### src/rtl/conflict_batcher.sv
// conflict_batcher
//   Groups consecutive, mutually non-conflicting transactions from the insertion
//   queue into batches and then replays each batch as a burst of programIDs.
//   A batch closes when an incoming beat conflicts with it, when it is full, or
//   when no beat has been accepted for BATCH_TIMEOUT cycles.
//
// Ports
//   clk, rst_n                        clock, asynchronous active-low reset
//   s_axis_tvalid / s_axis_tready     input transaction handshake
//   s_axis_tdata_owner_programID      64-bit owner ID of the incoming transaction
//   s_axis_tdata_read_dependencies    read-set bitmap
//   s_axis_tdata_write_dependencies   write-set bitmap
//   m_axis_tvalid / m_axis_tready     batch member handshake
//   m_axis_tdata_owner_programID      programID of the current member
//   m_axis_tlast                      last member of the batch
//   m_axis_tbatch_id                  8-bit batch sequence number (wraps)
//   m_axis_tbatch_size                member count of the batch being drained
//   batches_emitted                   batches completed (TLAST handshakes)
//   conflicts_detected                batches closed by a conflicting beat
module conflict_batcher #(
  parameter int unsigned MAX_DEPENDENCIES = 256,
  parameter int unsigned MAX_BATCH_SIZE   = 8,
  parameter int unsigned BATCH_TIMEOUT    = 64
) (
  input  logic                                    clk,
  input  logic                                    rst_n,
  input  logic                                    s_axis_tvalid,
  output logic                                    s_axis_tready,
  input  logic [63:0]                             s_axis_tdata_owner_programID,
  input  logic [MAX_DEPENDENCIES-1:0]             s_axis_tdata_read_dependencies,
  input  logic [MAX_DEPENDENCIES-1:0]             s_axis_tdata_write_dependencies,
  output logic                                    m_axis_tvalid,
  input  logic                                    m_axis_tready,
  output logic [63:0]                             m_axis_tdata_owner_programID,
  output logic                                    m_axis_tlast,
  output logic [7:0]                              m_axis_tbatch_id,
  output logic [$clog2(MAX_BATCH_SIZE+1)-1:0]     m_axis_tbatch_size,
  output logic [31:0]                             batches_emitted,
  output logic [31:0]                             conflicts_detected
);

  localparam int unsigned CW = $clog2(MAX_BATCH_SIZE + 1);
  localparam int unsigned AW = $clog2(MAX_BATCH_SIZE);
  localparam int unsigned IW = $clog2(BATCH_TIMEOUT + 1);

  typedef enum logic {COLLECT, DRAIN} state_t;

  state_t                      state;
  logic [63:0]                 batch_ids [MAX_BATCH_SIZE];
  logic [CW-1:0]               batch_count;
  logic [MAX_DEPENDENCIES-1:0] batch_rmask;
  logic [MAX_DEPENDENCIES-1:0] batch_wmask;

  logic                        carry_valid;
  logic [63:0]                 carry_id;
  logic [MAX_DEPENDENCIES-1:0] carry_rmask;
  logic [MAX_DEPENDENCIES-1:0] carry_wmask;

  logic [IW-1:0]               idle_cnt;
  logic [7:0]                  batch_id;
  logic [AW-1:0]               drain_idx;

  logic                        accept;
  logic                        conflict;
  logic [AW-1:0]               last_idx;

  // Ready only depends on registered state, never on s_axis_tvalid.
  assign s_axis_tready = (state == COLLECT) && !carry_valid;
  assign accept        = s_axis_tvalid && s_axis_tready;

  // Write-after-read, write-after-write and read-after-write overlaps conflict;
  // read-read sharing does not. An empty batch cannot conflict.
  assign conflict = (batch_count != '0) &&
                    ((|(s_axis_tdata_write_dependencies & (batch_rmask | batch_wmask))) ||
                     (|(s_axis_tdata_read_dependencies & batch_wmask)));

  // Only meaningful in DRAIN, where the batch always holds at least one member.
  assign last_idx = AW'(batch_count - CW'(1));

  assign m_axis_tvalid                = (state == DRAIN);
  assign m_axis_tdata_owner_programID = batch_ids[drain_idx];
  assign m_axis_tlast                 = (state == DRAIN) && (drain_idx == last_idx);
  assign m_axis_tbatch_id             = batch_id;
  assign m_axis_tbatch_size           = batch_count;

  always_ff @(posedge clk or negedge rst_n) begin
    if (!rst_n) begin
      state              <= COLLECT;
      for (int unsigned i = 0; i < MAX_BATCH_SIZE; i++) batch_ids[i] <= '0;
      batch_count        <= '0;
      batch_rmask        <= '0;
      batch_wmask        <= '0;
      carry_valid        <= 1'b0;
      carry_id           <= '0;
      carry_rmask        <= '0;
      carry_wmask        <= '0;
      idle_cnt           <= '0;
      batch_id           <= '0;
      drain_idx          <= '0;
      batches_emitted    <= '0;
      conflicts_detected <= '0;
    end else begin
      case (state)
        COLLECT: begin
          if (accept) begin
            idle_cnt <= '0;
            if (conflict) begin
              // Park the conflicting beat; it seeds the next batch after the drain.
              carry_valid        <= 1'b1;
              carry_id           <= s_axis_tdata_owner_programID;
              carry_rmask        <= s_axis_tdata_read_dependencies;
              carry_wmask        <= s_axis_tdata_write_dependencies;
              conflicts_detected <= conflicts_detected + 32'd1;
              state              <= DRAIN;
            end else begin
              batch_ids[batch_count[AW-1:0]] <= s_axis_tdata_owner_programID;
              batch_count <= batch_count + CW'(1);
              batch_rmask <= batch_rmask | s_axis_tdata_read_dependencies;
              batch_wmask <= batch_wmask | s_axis_tdata_write_dependencies;
              if (batch_count == CW'(MAX_BATCH_SIZE - 1)) state <= DRAIN;
            end
          end else if (batch_count != '0) begin
            if (idle_cnt == IW'(BATCH_TIMEOUT - 1)) begin
              idle_cnt <= '0;
              state    <= DRAIN;
            end else begin
              idle_cnt <= idle_cnt + IW'(1);
            end
          end
        end

        DRAIN: begin
          if (m_axis_tready) begin
            if (drain_idx == last_idx) begin
              batches_emitted <= batches_emitted + 32'd1;
              batch_id        <= batch_id + 8'd1;
              drain_idx       <= '0;
              idle_cnt        <= '0;
              state           <= COLLECT;
              if (carry_valid) begin
                batch_ids[0] <= carry_id;
                batch_count  <= CW'(1);
                batch_rmask  <= carry_rmask;
                batch_wmask  <= carry_wmask;
                carry_valid  <= 1'b0;
              end else begin
                batch_count <= '0;
                batch_rmask <= '0;
                batch_wmask <= '0;
              end
            end else begin
              drain_idx <= drain_idx + AW'(1);
            end
          end
        end

        default: state <= COLLECT;
      endcase
    end
  end

endmodule

### config.mk
export PLATFORM = sky130hd
export DESIGN_NAME = conflict_batcher
export DESIGN_NICKNAME = d
export VERILOG_FILES = /design/src/rtl/conflict_batcher.sv
export SDC_FILE = /design/constraint.sdc
export NUM_CORES = 2
export LEC_CHECK = 0
export ABC_CLOCK_PERIOD_IN_PS = 4500
export CAP_MARGIN = 20
export CELL_PAD_IN_SITES_DETAIL_PLACEMENT = 1
export CELL_PAD_IN_SITES_GLOBAL_PLACEMENT = 1
export CORE_MARGIN = 2
export CORE_UTILIZATION = 46
export DETAILED_ROUTE_END_ITERATION = 16
export HOLD_SLACK_MARGIN = 0.06
export PLACE_DENSITY = 0.87
export SLEW_MARGIN = 30
export SYNTH_ARGS = -nofsm -noshare
export SYNTH_HDL_FRONTEND = slang
export SYNTH_SLANG_ARGS = --single-unit
### constraint.sdc
create_clock -name clk -period 4.5 [get_ports clk]
set_clock_uncertainty 0.1 [all_clocks]
set_input_delay 0.9 -clock clk [delete_from_list [all_inputs] [get_ports clk]]
set_output_delay 0.9 -clock clk [all_outputs]
set_load 0.02 [all_outputs]
# Word-level counts from Yosys, hierarchy flattened
# Cells that the tools add are included.
[classes]
add_sub_neg = 7
order_cmp = 3
eq_ne = 10
muxes = 50
n_bitwise = 9
n_reduce_logical = 18
[op_table]
columns = ["op", "count"]
rows = [
  ["$mux W256", 10],
  ["$mux W512", 2],
  ["$pmux W256 S2", 2],
  ["$or A256 B256 Y256", 3],
  ["$and A256 B256 Y256", 2],
  ["$bwmux W512", 1],
  ["$reduce_or A256 Y1", 2],
  ["$mux W64", 6],
  ["$bmux W64 S3", 1],
  ["$demux W64 S3", 1],
  ["$pmux W64 S2", 1],
  ["$add A32 B1 Y32 const B", 2],
  ["$mux W7", 5],
  ["$mux W4", 4],
  ["$pmux W7 S2", 1],
  ["$mux W1", 12],
  ["$reduce_and A3 Y1", 4],
  ["$add A8 B1 Y8 const B", 1],
  ["$ge A4 B4 Y1 const B", 2],
  ["$ne A2 B2 Y1 const B", 4],
  ["$not A3 Y4", 2],
  ["$pmux W4 S2", 1],
  ["$reduce_and A4 Y1", 2],
  ["$add A7 B1 Y7 const B", 1],
  ["other kinds (18)", 25],
]
[totals]
regBits = 1688
input_bits = 580
output_inout_bits = 143
elab_cells = 118

# Longest topological paths before layout
[logic_depth]
ltp_word = 9
mapped_depth = 11
mapped_depth_nobuf = 10

# Worst setup path before layout
# No wires, ideal clock.
[synth_path]
kind = "input to register"
start = "input port s_axis_tdata_read_dependencies[8]"
end = "register batch_ids[13] (netlist bit)"
setup_time_ns = 0.125
arrival_ns = 3.682
required_time_ns = 4.275
slack_ns = 0.593
stages = 11
path_buffers = 3
path_cell_list = "a22o_1 -> a221oi_1 -> nand4_1 -> or4_1 -> nor3_2 -> a31oi_4 -> buf_2 -> nor4_2 -> buf_2 -> buf_6 -> mux2_2"
[synth_between]
elab_chain_len = 6
[synth_rtl]
columns = ["element", "line_no", "text"]
rows = [
  ["from (decl)", "30", "input logic [MAX_DEPENDENCIES-1:0] s_axis_tdata_read_dependencies,"],
  ["$and A256 B256 Y256", "75", "(|(s_axis_tdata_read_dependencies & batch_wmask)));"],
  ["$reduce_or A256 Y1", "75", ""],
  ["$logic_or A1 B1 Y1", "74", "((|(s_axis_tdata_write_dependencies & (batch_rmask | batch_wmask))) ||"],
  ["$logic_and A1 B1 Y1", "73", "assign conflict = (batch_count != '0) &&"],
  ["$not A1 Y1 (no line)", "n/a", ""],
  ["$reduce_and A3 Y1 (no line)", "n/a", ""],
  ["to (signal, indexed assignment)", "116", "batch_ids[batch_count[AW-1:0]] <= s_axis_tdata_owner_programID;"],
  ["to (decl)", "49", "logic [63:0] batch_ids [MAX_BATCH_SIZE];"],
]
# No other way between the ends.
# A chain may end at the register's enable or synchronous reset.

# Worst setup path in the final report
[layout_path]
start = "register batch_wmask[116]"
end = "register batch_ids[477] (netlist bit)"
[layout_between]
elab_chain_len = 7
word_cells_on_any_way = 9
cone_classes = "eq/ne (1); bitwise (3); reduce/logical (5)"
[layout_rtl]
columns = ["element", "line_no", "text"]
rows = [
  ["from (decl)", "52", "logic [MAX_DEPENDENCIES-1:0] batch_wmask;"],
  ["from (signal assigned)", "119", "batch_wmask <= batch_wmask | s_axis_tdata_write_dependencies;"],
  ["from (signal assigned)", "144", "batch_wmask <= carry_wmask;"],
  ["$or A256 B256 Y256", "74", ""],
  ["$and A256 B256 Y256", "74", ""],
  ["$reduce_or A256 Y1", "74", ""],
  ["$logic_or A1 B1 Y1 (*)", "74", ""],
  ["$logic_and A1 B1 Y1 (*)", "73", ""],
  ["$ne A2 B2 Y1 (no line) (*)", "n/a", ""],
  ["$reduce_and A5 Y1 (no line) (*)", "n/a", ""],
]
# Mark *: on every way between the ends. The rest lies on a longest branch, timed or not.

==> results_tabular.tex <==
\begin{tabular}{lr}
\hline
Metric & Value \\
\hline
\multicolumn{2}{l}{\textbf{Outcome}} \\
Status & complete, but fails checks \\
Violated checks & setup timing \\
\multicolumn{2}{l}{\textbf{Timing}} \\
Sum Neg Setup Slack & -539 ps \\
Final period utilization & 103\% \\
Maximum achievable frequency & 216 MHz \\
Unrepaired setup endpoints after global routing & true \\
Final worst slack & -135 ps \\
Slew Viols, Final & 0 \\
Worst hold slack after final layout & 373 ps \\
Hold Violations, Final & 0 \\
Fin crit period & roughly 4600 ps \\
Worst slew slack as a fraction of its limit & roughly 12\% \\
Actual slew at the worst max-slew pin & roughly 1300 ps \\
Final Setup Violations & 13 \\
\multicolumn{2}{l}{\textbf{Clock tree}} \\
CTS H-tree depth & 4 \\
Clock Tree Root & sky130\_fd\_sc\_hd\_\_clkbuf\_16 \\
Deepest clock path buffer count & 3 \\
Clock sinks & 1688 \\
TritonCTS Buffers & 182 \\
CTS tree & yes \\
Clock slew at the register clock pins of the worst setup and hold paths & 70 ps \\
Worst-skew pair later-pin latency & 940 ps \\
\multicolumn{2}{l}{\textbf{GRT}} \\
Number of global-route vias before repair & 78700 \\
Largest net degree at the start of global routing & roughly 220 \\
Grt total ovfl & 0 \\
Wire length of the first global-routing pass & between 500 and 600 mm \\
Initial antenna violation count & roughly 190 \\
GRT Resource Usage Total & 45.1\% \\
\multicolumn{2}{l}{\textbf{Die}} \\
Core ar. & about 170000 µm² \\
I/O pins & 723 \\
Placement Rows & 153 \\
Die span in y & 421 µm \\
Die outline area & roughly 180000 µm² \\
Starting density of the core & 46.2\% \\
Die Width & between 400 and 500 µm \\
\multicolumn{2}{l}{\textbf{Critical path}} \\
Startpoint types & flop \\
FF-to-FF path depth & 12 \\
Worst-path cell chain & o21ai\_0 -> nand4\_1 -> nor4\_1 -> buf\_4 -> nand4\_1 -> nor2\_1 -> buf\_4 -> a31oi\_4 -> buf\_12 -> or3\_2 -> buf\_12 -> a211oi\_1 \\
Launching element of the worst setup path & batch\_wmask[116]\$\_DFFE\_PN0P\_ \\
End of the worst register-to-register path & batch\_ids[477]\$\_DFFE\_PN0P\_ \\
Maximum single-stage delay on the critical path & 780 ps \\
Worst setup EP type & flop \\
Category of the critical setup timing path & reg -> reg \\
Worst path arrival time & 5290 ps \\
R2r startpoint & batch\_wmask[116]\$\_DFFE\_PN0P\_ \\
Highest net fanout along the worst path & 36 \\
Capturing instance or port of the critical path & batch\_ids[477]\$\_DFFE\_PN0P\_ \\
Required time at the endpoint of the critical path & 5160 ps \\
R2r setup slk & -130 ps \\
Crit-path slowest cell & sky130\_fd\_sc\_hd\_\_o21ai\_0 \\
\multicolumn{2}{l}{\textbf{Logic synthesis}} \\
Share of cell area taken by muxes after synthesis & 19.0\% \\
Simple-gate portion of the synthesized area & 14.0\% \\
Top FF cell, synth & sky130\_fd\_sc\_hd\_\_dfrtp\_1 \\
Dominant combinational cell family by area after synthesis & multiplexers \\
Number of synthesized register bits & 1688 \\
Yosys top cell by area & sky130\_fd\_sc\_hd\_\_dfrtp\_1 \\
Count of unique library cells instantiated by Yosys & 48 \\
Top-area cell type share of the netlist area & 52.8\% \\
Post-synthesis xor/xnor area fraction & less than 1\% \\
Synth Area in Compound Gates & 10.4\% \\
Cells after synthesis & 7613 \\
Seq/Total Area, Yosys & 52.8\% \\
Yosys warning count & 0 \\
Post-synthesis async set-or-reset flop share & 100\% \\
Arithmetic-cell share of the synthesized area counting full adders, half adders and majority gates & 0.110\% \\
Post-synthesis net count & 8200 \\
Syn Std Cell Area & 80000 µm² \\
Per-instance average area after synthesis & between 10 and 15 µm² \\
Synth area leaders & sky130\_fd\_sc\_hd\_\_dfrtp\_1, sky130\_fd\_sc\_hd\_\_mux2\_2, sky130\_fd\_sc\_hd\_\_nand2\_1, sky130\_fd\_sc\_hd\_\_o21ai\_0, sky130\_fd\_sc\_hd\_\_mux4\_2 \\
Count of flip-flops with a built-in enable after synthesis & 0 \\
\multicolumn{2}{l}{\textbf{Place}} \\
Placed cell count & 10600 \\
I/O Buffers & 722 \\
Placement Cell Area & 93200 µm² \\
Placer Congestion & 1.01 \\
DP Wirelength & 256 mm \\
\multicolumn{2}{l}{\textbf{Route}} \\
Vias per std cell & 6.92 \\
Average wire per cell in the routed design & 38.0 µm \\
Initial DRC Count & 10800 \\
Via count of the routed design & 76900 \\
DRT Wirelength & 422 mm \\
Post-route antenna net violation count & 0 \\
Post-detailed-route DRC marker count & 0 \\
First drt pass iteration count & 6 \\
\multicolumn{2}{l}{\textbf{Final layout}} \\
Layout overhead on the synthesized area & 24.9\% \\
Layout cells sized above 1 & 21.2\% \\
Cell area after layout & 99900 µm² \\
Post-layout nets & 9069 \\
Count of placed standard cells in the final layout, fillers left out & 11100 \\
\multicolumn{2}{l}{\textbf{Run}} \\
Max-Cap Viols & 0 \\
\multicolumn{2}{l}{\textbf{Power}} \\
VDD IR max & 0.401 mV \\
Tot Pwr & 33.2 mW \\
Leakage power of the design & 41.8 nW \\
Power per cell area & around 330 nW/µm² \\
\multicolumn{2}{l}{\textbf{Worst hold path}} \\
Worst Hold Path Cells & 1 \\
Hold/Removal Path Class & reg -> reg \\
\hline
\end{tabular}
## synth_stat cells, types with 2 or more instances
library cell / instances
sky130_fd_sc_hd__dfrtp_1: 1688
sky130_fd_sc_hd__nand2_1: 1057
sky130_fd_sc_hd__mux2_2: 844
sky130_fd_sc_hd__o21ai_0: 779
sky130_fd_sc_hd__nor2_1: 662
sky130_fd_sc_hd__nand3_1: 545
sky130_fd_sc_hd__a21oi_1: 517
sky130_fd_sc_hd__clkbuf_1: 409
sky130_fd_sc_hd__mux2_1: 249
sky130_fd_sc_hd__mux4_2: 128
sky130_fd_sc_hd__nand4_1: 108
sky130_fd_sc_hd__buf_2: 103
sky130_fd_sc_hd__a221oi_1: 64
sky130_fd_sc_hd__a22o_1: 64
sky130_fd_sc_hd__nor3_1: 58
sky130_fd_sc_hd__or3_1: 57
sky130_fd_sc_hd__xnor2_1: 57
sky130_fd_sc_hd__a211oi_1: 36
sky130_fd_sc_hd__and3_1: 30
sky130_fd_sc_hd__nor4_1: 29
sky130_fd_sc_hd__a211oi_2: 28
sky130_fd_sc_hd__buf_1: 21
sky130_fd_sc_hd__xor2_1: 14
sky130_fd_sc_hd__buf_6: 11
sky130_fd_sc_hd__ha_1: 7
sky130_fd_sc_hd__and4_1: 6
sky130_fd_sc_hd__nor4_4: 6
sky130_fd_sc_hd__and2_1: 4
sky130_fd_sc_hd__inv_1: 4
sky130_fd_sc_hd__nand2b_1: 4
sky130_fd_sc_hd__or4_1: 4
sky130_fd_sc_hd__a211o_1: 2
sky130_fd_sc_hd__nor2b_1: 2
sky130_fd_sc_hd__nor3_2: 2
## registers in the layout, indices dropped and copies added (netlist names)
name and flops:
batch_ids 512, batch_rmask 256, batch_wmask 256, carry_rmask 256, carry_wmask 256, carry_id 64
batches_emitted 32, conflicts_detected 32, m_axis_tbatch_id 8, idle_cnt 7, m_axis_tbatch_size 4, drain_idx 3
carry_valid 1, m_axis_tvalid 1
## kinds of logic after synthesis
| kind of cell | count (synthesis) |
|---|---|
| AND/OR/NAND/NOR | 2579 |
| flip-flops | 1688 |
| AO/OA/AOI/OAI | 1497 |
| multiplexers | 1221 |
| buffers and inverters | 549 |
| XOR/XNOR | 72 |
| adder cells (fa/ha/maj) | 7 |
## worst min path at each step
| stage | slack [ps] | start | to |
|---|---|---|---|
| 2_1_floorplan | 350 | batch_ids[104]$_DFFE_PN0P_ | batch_ids[104]$_DFFE_PN0P_ |
| 3_3_place_gp | 360 | conflicts_detected[31]$_DFFE_PN0P_ | conflicts_detected[31]$_DFFE_PN0P_ |
| 3_5_place_dp | 370 | batch_ids[77]$_DFFE_PN0P_ | batch_ids[77]$_DFFE_PN0P_ |
| 4_1_cts | 370 | conflicts_detected[31]$_DFFE_PN0P_ | conflicts_detected[31]$_DFFE_PN0P_ |
| 5_1_grt | 400 | conflicts_detected[31]$_DFFE_PN0P_ | conflicts_detected[31]$_DFFE_PN0P_ |
| 6_report | 370 | conflicts_detected[31]$_DFFE_PN0P_ | conflicts_detected[31]$_DFFE_PN0P_ |
## per-stage QoR
step / setup WS [ps] / utilization, %
2_1_floorplan: 593 / -
3_3_place_gp: -873 / 53.8
3_5_place_dp: -1080 / 53.8
4_1_cts: 24.1 / 57.3
5_1_grt: -253 / 57.6
6_report: -135 / 57.7
## worst max-delay path: cells and delay by family (launching register included)
family	cells	cell delay (ps)
DFF	1	430
and+or+nand+nor	5	1700
AOI/OAI and AO/OA	3	1360
buffers and inverters	4	850
## where the power goes
group	total, mW	switching, mW	internal, mW
clock network	16.1	7.24	8.85
logic	1.92	1.23	0.691
registers	15.2	0	15.2
## what timing repair did
item | in CTS | in global routing
setup buffers | 1 | 5
hold endpoints to repair | 37 | 0
pin swaps | 0 | 2
hold buffers | 1 | 0
setup endpoints to repair | 287 | 80
gates resized for setup | 10 | 10
## metal layers
layer	track usage [%]	share of wire [%]
met1	50.8	32
met2	67.5	44
met3	14.7	12
met4	42.5	12
met5	0.430	0.14
## final cells by class
type / count / area [µm²]
Clock inverter: 55 / 717
Timing Repair Buffer: 1229 / 12700
Inverter: 5 / 18.8
Clock buffer: 274 / 5330
Multi-Input combinational cell: 5376 / 35600
Fill cell: 18100 / 73300
Sequential cell: 1688 / 42300
Tap cell: 2325 / 2910
Antenna cell: 158 / 395
## cells in the final DEF (no fill, tap or decap), types with 5 or more instances in the layout
master	n
sky130_fd_sc_hd__a21oi_1	517
sky130_fd_sc_hd__ha_1	7
sky130_fd_sc_hd__a211oi_1	32
sky130_fd_sc_hd__inv_16	5
sky130_fd_sc_hd__clkbuf_1	51
sky130_fd_sc_hd__clkinv_2	29
sky130_fd_sc_hd__and3_1	29
sky130_fd_sc_hd__mux4_2	128
sky130_fd_sc_hd__nor4_4	7
sky130_fd_sc_hd__mux2_2	844
sky130_fd_sc_hd__clkdlybuf4s50_1	719
sky130_fd_sc_hd__buf_4	377
sky130_fd_sc_hd__nand2_1	1053
sky130_fd_sc_hd__clkbuf_8	39
sky130_fd_sc_hd__a22o_1	63
sky130_fd_sc_hd__diode_2	158
sky130_fd_sc_hd__bufinv_16	11
sky130_fd_sc_hd__nor3_1	57
sky130_fd_sc_hd__nand3_1	544
sky130_fd_sc_hd__clkbuf_16	184
sky130_fd_sc_hd__xnor2_1	57
sky130_fd_sc_hd__dfrtp_1	1683
sky130_fd_sc_hd__or3_1	56
sky130_fd_sc_hd__mux2_1	249
sky130_fd_sc_hd__nor2_1	662
sky130_fd_sc_hd__o21ai_1	10
sky130_fd_sc_hd__a221oi_1	61
sky130_fd_sc_hd__xor2_1	14
sky130_fd_sc_hd__and4_1	6
sky130_fd_sc_hd__nand4_1	108
sky130_fd_sc_hd__buf_12	122
sky130_fd_sc_hd__a211oi_2	29
sky130_fd_sc_hd__o21ai_0	767
sky130_fd_sc_hd__nor4_1	27
Power figures use the tool's default switching activity.
